### src/rtl/axil_reg_slave.sv
// AXI4-Lite slave register bank: NUM_REGS word registers, the last one a
// read-only count of committed OKAY writes. All registers mirrored on regs_out.
module axil_reg_slave #(
    parameter int DATA_WIDTH = 32,
    parameter int ADDR_WIDTH = 8,
    parameter int NUM_REGS   = 8
) (
    input  logic                           s_axi_aclk,
    input  logic                           s_axi_areset,
    input  logic [ADDR_WIDTH-1:0]          s_axi_awaddr,
    input  logic                           s_axi_awvalid,
    output logic                           s_axi_awready,
    input  logic [DATA_WIDTH-1:0]          s_axi_wdata,
    input  logic [DATA_WIDTH/8-1:0]        s_axi_wstrb,
    input  logic                           s_axi_wvalid,
    output logic                           s_axi_wready,
    output logic                           s_axi_bresp,
    output logic                           s_axi_bvalid,
    input  logic                           s_axi_bready,
    input  logic [ADDR_WIDTH-1:0]          s_axi_araddr,
    input  logic                           s_axi_arvalid,
    output logic                           s_axi_arready,
    output logic [DATA_WIDTH-1:0]          s_axi_rdata,
    output logic                           s_axi_rresp,
    output logic                           s_axi_rvalid,
    input  logic                           s_axi_rready,
    output logic [NUM_REGS*DATA_WIDTH-1:0] regs_out
);

    localparam int NB      = DATA_WIDTH / 8;
    localparam int CNT_IDX = NUM_REGS - 1;

    typedef enum logic {W_IDLE, W_RESP} w_state_t;
    typedef enum logic {R_IDLE, R_DATA} r_state_t;

    w_state_t                r_wstate;
    w_state_t                w_wstate_next;
    r_state_t                r_rstate;
    r_state_t                w_rstate_next;

    logic                    r_aw_held;
    logic                    r_w_held;
    logic [ADDR_WIDTH-1:0]   r_awaddr;
    logic [DATA_WIDTH-1:0]   r_wdata;
    logic [NB-1:0]           r_wstrb;
    logic                    r_bresp;
    logic [DATA_WIDTH-1:0]   r_rdata;
    logic                    r_rresp;
    logic [DATA_WIDTH-1:0]   r_count;

    logic [DATA_WIDTH-1:0]   w_regs [NUM_REGS];
    logic                    w_aw_hs;
    logic                    w_w_hs;
    logic                    w_ar_hs;
    logic                    w_commit;
    logic                    w_wr_legal;
    logic                    w_wr_ok;
    logic [31:0]             w_wr_idx;
    logic                    w_rd_legal;
    logic [31:0]             w_rd_idx;
    logic [DATA_WIDTH-1:0]   w_rd_data;

    function automatic logic addr_legal(input logic [ADDR_WIDTH-1:0] a);
        return (a[1:0] == 2'b00) && (32'(a[ADDR_WIDTH-1:2]) < 32'(NUM_REGS));
    endfunction

    // ---------------- write path ----------------
    assign s_axi_awready = (r_wstate == W_IDLE) && !r_aw_held;
    assign s_axi_wready  = (r_wstate == W_IDLE) && !r_w_held;
    assign s_axi_bvalid  = (r_wstate == W_RESP);
    assign s_axi_bresp   = r_bresp;

    assign w_aw_hs    = s_axi_awvalid && s_axi_awready;
    assign w_w_hs     = s_axi_wvalid && s_axi_wready;
    assign w_commit   = (r_wstate == W_IDLE) && r_aw_held && r_w_held;
    assign w_wr_idx   = 32'(r_awaddr[ADDR_WIDTH-1:2]);
    assign w_wr_legal = addr_legal(r_awaddr);
    // The counter slot answers writes with an error, like an unmapped address.
    assign w_wr_ok    = w_wr_legal && (w_wr_idx != 32'(CNT_IDX));

    always_comb begin
        w_wstate_next = r_wstate;
        case (r_wstate)
            W_IDLE:  if (w_commit) w_wstate_next = W_RESP;
            W_RESP:  if (s_axi_bready) w_wstate_next = W_IDLE;
            default: w_wstate_next = W_IDLE;
        endcase
    end

    always_ff @(posedge s_axi_aclk) begin
        if (s_axi_areset) r_wstate <= W_IDLE;
        else              r_wstate <= w_wstate_next;
    end

    always_ff @(posedge s_axi_aclk) begin
        if (s_axi_areset) begin
            r_aw_held <= 1'b0;
            r_w_held  <= 1'b0;
            r_awaddr  <= '0;
            r_wdata   <= '0;
            r_wstrb   <= '0;
            r_bresp   <= 1'b0;
        end else begin
            if (w_aw_hs) begin
                r_aw_held <= 1'b1;
                r_awaddr  <= s_axi_awaddr;
            end
            if (w_w_hs) begin
                r_w_held <= 1'b1;
                r_wdata  <= s_axi_wdata;
                r_wstrb  <= s_axi_wstrb;
            end
            if (w_commit) begin
                r_aw_held <= 1'b0;
                r_w_held  <= 1'b0;
                r_bresp   <= !w_wr_ok;
            end
        end
    end

    // ---------------- register storage ----------------
    genvar gi;
    generate
        for (gi = 0; gi < NUM_REGS - 1; gi++) begin : g_reg
            logic [DATA_WIDTH-1:0] r_q;
            always_ff @(posedge s_axi_aclk) begin
                if (s_axi_areset) begin
                    r_q <= '0;
                end else if (w_commit && w_wr_ok && (w_wr_idx == gi)) begin
                    for (int b = 0; b < NB; b++) begin
                        if (r_wstrb[b]) r_q[b*8 +: 8] <= r_wdata[b*8 +: 8];
                    end
                end
            end
            assign w_regs[gi] = r_q;
        end

        for (gi = 0; gi < NUM_REGS; gi++) begin : g_out
            assign regs_out[gi*DATA_WIDTH +: DATA_WIDTH] = w_regs[gi];
        end
    endgenerate

    always_ff @(posedge s_axi_aclk) begin
        if (s_axi_areset)             r_count <= '0;
        else if (w_commit && w_wr_ok) r_count <= r_count + DATA_WIDTH'(1);
    end
    assign w_regs[CNT_IDX] = r_count;

    // ---------------- read path ----------------
    assign s_axi_arready = (r_rstate == R_IDLE);
    assign s_axi_rvalid  = (r_rstate == R_DATA);
    assign s_axi_rdata   = r_rdata;
    assign s_axi_rresp   = r_rresp;

    assign w_ar_hs    = s_axi_arvalid && s_axi_arready;
    assign w_rd_idx   = 32'(s_axi_araddr[ADDR_WIDTH-1:2]);
    assign w_rd_legal = addr_legal(s_axi_araddr);

    always_comb begin
        w_rd_data = '0;
        for (int i = 0; i < NUM_REGS; i++) begin
            if (w_rd_idx == 32'(i)) w_rd_data = w_regs[i];
        end
    end

    always_comb begin
        w_rstate_next = r_rstate;
        case (r_rstate)
            R_IDLE:  if (w_ar_hs) w_rstate_next = R_DATA;
            R_DATA:  if (s_axi_rready) w_rstate_next = R_IDLE;
            default: w_rstate_next = R_IDLE;
        endcase
    end

    always_ff @(posedge s_axi_aclk) begin
        if (s_axi_areset) r_rstate <= R_IDLE;
        else              r_rstate <= w_rstate_next;
    end

    // Sampled from pre-commit values, so a read racing a commit sees old data.
    always_ff @(posedge s_axi_aclk) begin
        if (s_axi_areset) begin
            r_rdata <= '0;
            r_rresp <= 1'b0;
        end else if (w_ar_hs) begin
            r_rdata <= w_rd_legal ? w_rd_data : '0;
            r_rresp <= !w_rd_legal;
        end
    end

endmodule
### config.mk
export PLATFORM = sky130hd
export DESIGN_NAME = axil_reg_slave
export DESIGN_NICKNAME = d
export VERILOG_FILES = /design/src/rtl/axil_reg_slave.sv
export SDC_FILE = /design/constraint.sdc
export NUM_CORES = 1
export LEC_CHECK = 0
export BUFFER_PORTS_ARGS = -buffer_cell sky130_fd_sc_hd__buf_2
export CAP_MARGIN = 20
export CORE_MARGIN = 2
export CORE_UTILIZATION = 60
export CTS_BUF_LIST = sky130_fd_sc_hd__clkbuf_8
export DETAILED_ROUTE_END_ITERATION = 10
export HOLD_SLACK_MARGIN = 0.06
export MAX_ROUTING_LAYER = met4
export PLACE_DENSITY = 0.95
export SLEW_MARGIN = 20
export SYNTH_ARGS = -nofsm -noshare
export SYNTH_HDL_FRONTEND = slang
export SYNTH_SLANG_ARGS = --single-unit
export TNS_END_PERCENT = 50
### constraint.sdc
create_clock -name s_axi_aclk -period 5 [get_ports s_axi_aclk]
set_input_delay 0.25 -clock s_axi_aclk [delete_from_list [all_inputs] [get_ports s_axi_aclk]]
set_output_delay 0.25 -clock s_axi_aclk [all_outputs]
set_load 0.03 [all_outputs]
== Word-level counts from Yosys, hierarchy flattened ==
Index checks and enable logic that the tools add are counted.
Word-level totals
  bits in registers: 338
  word-level logic and storage cells: 128
Operators by class
  add/subtract/negate cells: 1
  order comparisons: 2
  eq/ne operators: 14
  mux-type cells: 15
  bitwise logic cells: 2
  reductions and logical operators: 55
Operator list (number)
  32-bit 2-to-1 mux: 9
  32-bit logical NOT: 2
  2-bit AND reduction: 28
  6-bit by 3-bit == test with 1-bit output (second input constant): 7
  32-bit by 1-bit adder with 32-bit output (second input constant): 1
  6-bit by 2-bit == test with 1-bit output (second input constant): 4
  1-bit logical AND: 18
  6-bit by 1-bit == test with 1-bit output (second input constant): 2
  6-bit by 4-bit < comparator with 1-bit output (second input constant): 2
  6-bit by 3-bit inequality test with 1-bit output (second input constant): 1
  1-bit logical NOT: 4
  2-bit logical NOT: 2
  1-bit 2-to-1 mux: 4
  1-bit case mux with 2 select lines: 2
  1-bit inverter: 2
  2-bit OR reduction: 1

== Longest topological paths before layout ==
  depth in word-level cells: 10
  mapped depth: 8
  gate-level depth less buffers: 6

== Least setup slack after synthesis ==
Ideal clock, no wire load.
  path type: register -> register
  from: reg r_rstate, in the netlist s_axi_rvalid
  to: reg r_rdata[30], in the netlist s_axi_rdata[30]
  setup time: 0.086 ns
  arrival: 2.086 ns
  data required time: 4.914 ns
  slack: 2.827 ns
  stages on the path, launching flop included: 7
  buffers on the path: 2
  cells stage by stage: dfxtp_1 -> nand2b_1 -> clkbuf_1 -> or4_4 -> buf_6 -> or4_4 -> a221oi_2
Between the ends
  word-level cells in the longest chain between the ends: 2
RTL lines
  from (decl): RTL line 38  | r_state_t r_rstate;
  from (signal assigned): RTL line 177  | else r_rstate <= w_rstate_next;
  1-bit inverter
  1-bit logical AND: RTL line 155  | assign w_ar_hs = s_axi_arvalid && s_axi_arready;
  to (signal assigned): RTL line 186  | r_rdata <= w_rd_legal ? w_rd_data : '0;
  to (decl): RTL line 47  | logic [DATA_WIDTH-1:0] r_rdata;
Every way passes these cells.
A chain may end at the register's enable or synchronous reset.

== Final worst setup path ==
  from: reg r_awaddr[1]
  to: reg r_count[18]
Between the ends
  word-level cells in the longest chain between the ends: 4
RTL lines
  from (decl): RTL line 43  | logic [ADDR_WIDTH-1:0] r_awaddr;
  from (signal assigned): RTL line 106  | r_awaddr <= s_axi_awaddr;
  2-bit logical NOT: RTL line 64  | return (a[1:0] == 2'b00) && (32'(a[ADDR_WIDTH-1:2]) < 32'(NUM_REGS));
  1-bit logical AND: RTL line 64
  1-bit logical AND: RTL line 79  | assign w_wr_ok = w_wr_legal && (w_wr_idx != 32'(CNT_IDX));
  1-bit logical AND: RTL line 145  | else if (w_commit && w_wr_ok) r_count <= r_count + DATA_WIDTH'(1);
  to (signal assigned): RTL line 145
  to (decl): RTL line 49  | logic [DATA_WIDTH-1:0] r_count;
Every way passes these cells.

==> results.toml <==
[detailed_routing]
wl_mm = 54.4
drt_iter0_drc = 2550
vias = 15300
drcViolationCount = 0
firstDrtPassIters = 8
ant_nets = 0
via_per_inst = 6.41
wl_per_cell_um = 22.8

[clock_network]
cts.sink_count = 338
htreeDepth = 2
cts_tree = "built"
cts_hold_buf = 46
cts_buffer_depth = 3
root_buffer = "clkbuf_8"
path_clk_slew_ns = 0.06
cts_buffers = 52
post_cts_buffers = 0
clk_latency_ns = 0.59
post_cts_resized = 0

[pwr]
irDropWorstVdd_mv = 0.199
p_clk_frac = 0.407
p_switching_w = 0.00138
pwr-share-seq = 0.523
pwr-share-comb = 0.070
powerDensity_nw_per_um2 = 299
leakagePower_nw = 8.31
power_w = 0.00533
swShare = 0.259
p_int_w = 0.00395

[logic_synthesis]
ys_async_sr_fraction = 0
synth_edf_count = 0
ys.flop_type = "dfxtp_1"
synth_top_area_share = 0.462
avgSynthCellArea_um2 = 8.55
synth_commonest_cells = "338 x dfxtp_1, 226 x nand2_1, 191 x a21oi_1"
syn-cell-area_um2 = 14700
ys_seq_elements = 338
synth_cell_types = 53
ys_seq_area_frac = 0.462
synth.largest_area_cell = "dfxtp_1"
synthesis.nets = 1774
yosysWarnings = 0
yosys-top-cells-area = "dfxtp_1 46%, mux2i_1 10%, a21oi_1 6.5%"
syn_inst = 1714
yosys.cell_count.top_type = "dfxtp_1"

[sta]
finClkSkew_ns = 0.0313
fin_ws_ns = 1.89
slew_violations = 0
setup_viol = 0
rsz0062_at_grt = "no"
hold_viol = 0
fin_crit_ns = 3.11
fin_crit_sh = 0.622
tns_ns = 0
fmax_mhz = 321
worstMarginPinSlew_ns = 1.01
max_slew_margin = 0.327

[worst_setup_path]
startpoint_type = "register"
cp.arrival_ns = 3.63
cp.required_ns = 5.51
endpoint_kind = "register"
worstPathMaxFanout = 15
critPathKind = "register to register"

[floorplanning]
die_area_um2 = 25700
boundaryPins = 354
start_util = 0.606
core_um2 = 24200
die_y_um = 160
placementRows = 57
die_w_um = 160

[placed_design]
pre_cts_slack_ns = 1.95
gp_congestion = 0.995
dp_hpwl_mm = 37.1
io_buffer_count = 353

[global_routing]
use_met1 = 0.531
antenna_found_initial = 1
grt_usage = 0.420
grt_pass1_vias = 14400
grt_util_met2 = 0.637
gr-usage-met3 = 0.0899
grt.overflow.total = 0
grt_busiest_layer = "met2"
grt_max_degree = 152
grt_pass1_wl_mm = 82.4

[status]
status = "completed"

[finish]
fillers = 1768
nets = 2092
fin_util = 0.738
area_growth_pct = 21.7
drive_above_1_share = 0.243

[worst_hold_path]
hold_class = "input port to register"

[flow_run]
maxCapViolCount = 0
==> cells by family after synthesis <==
kind of cell             synth area share
multiplexers                        0.129
AND/OR/NAND/NOR                     0.209
flip-flops                          0.462
XOR/XNOR                          0.00777
buffers and inverters              0.0445
adder cells (fa/ha/maj)          0.000853
AO/OA/AOI/OAI                       0.148
==> stage by stage <==
stage,cell area [um2],instances,hold slack (ns)
CTS,17800,2388,0.219
finish,17800,2389,0.200
detailed placement,16400,2256,0.437
global route,17800,2389,0.244
global placement,16400,2256,0.430
floorplan,14700,1714,0.386
==> state kept, by name, indices dropped and copies added (netlist names) <==
signal,count
r_awaddr,8
g.r_q,224
r_w_held,1
r_wdata,32
r_count,32
s_axi_rdata,32
s_axi_bresp,1
r_wstrb,4
s_axi_rvalid,1
s_axi_rresp,1
s_axi_bvalid,1
r_aw_held,1
==> placed cells by master (no fill, tap or decap), types with 11 or more instances in the layout <==
master and instances:
a221o_1 16, o31ai_1 11, inv_1 27, buf_2 351, clkbuf_8 62, dlygate4sd3_1 46, nand2_1 226, mux2_2 26
nor2b_1 18, or4_1 12, nor2_1 178, nand2b_1 11, buf_4 23, nand3_1 120, o221ai_1 16, mux2i_1 146
nor3_1 17, a211oi_1 17, dfxtp_1 338, nand4_1 12, o22ai_1 16, xor2_1 13, a221oi_1 24, a21oi_1 191
o21ai_0 57
==> layout make-up <==
cell class | instances | area [um2] | area share
tap | 324 | 405 | 0.0227
sequential | 338 | 6770 | 0.379
clock buffer | 62 | 853 | 0.0478
clock inverter | 24 | 96.3 | 0.00540
inverter | 6 | 22.5 | 0.00126
antenna | 1 | 2.50 | 0.000140
timing repair buffer | 422 | 2420 | 0.135
multi-input combinational | 1212 | 7280 | 0.408
==> layer usage <==
metal  share of wire  vias to the layer above
met5               0                        -
li1                -                     6681
met1            0.37                     7118
met4           0.061                        0
met3            0.13                      256
met2            0.44                     1253
==> final timing paths <==
path | cells past startpoint | slack (ns) | to | start
worst min register to register | 2 | 0.45 | s_axi_rdata[9] | s_axi_rdata[9]
worst max-delay path | 5 | 1.89 | r_count[18] | r_awaddr[1]
worst max register to register | 5 | 1.89 | r_count[18] | r_awaddr[1]
worst min-delay path | 2 | 0.20 | r_count[4] | s_axi_areset
==> power by group through the flow <==
stage               clock network [W]  registers [W]  logic, W
finish                        0.00217        0.00279  0.000374
global route                  0.00228        0.00279  0.000395
CTS                           0.00215        0.00278  0.000359
detailed placement                  0        0.00284  0.000330
global placement                    0        0.00284  0.000324
floorplan                           0        0.00280  0.000251
==> worst max-delay path, cell delays in order (launching register included) <==
cell and delay [ns]:
dfxtp_1 0.32, or4_1 0.73, nor3_4 0.65, nand4_1 0.55, or4b_1 0.64, a21oi_1 0.15
Power figures use the tool's default switching activity.
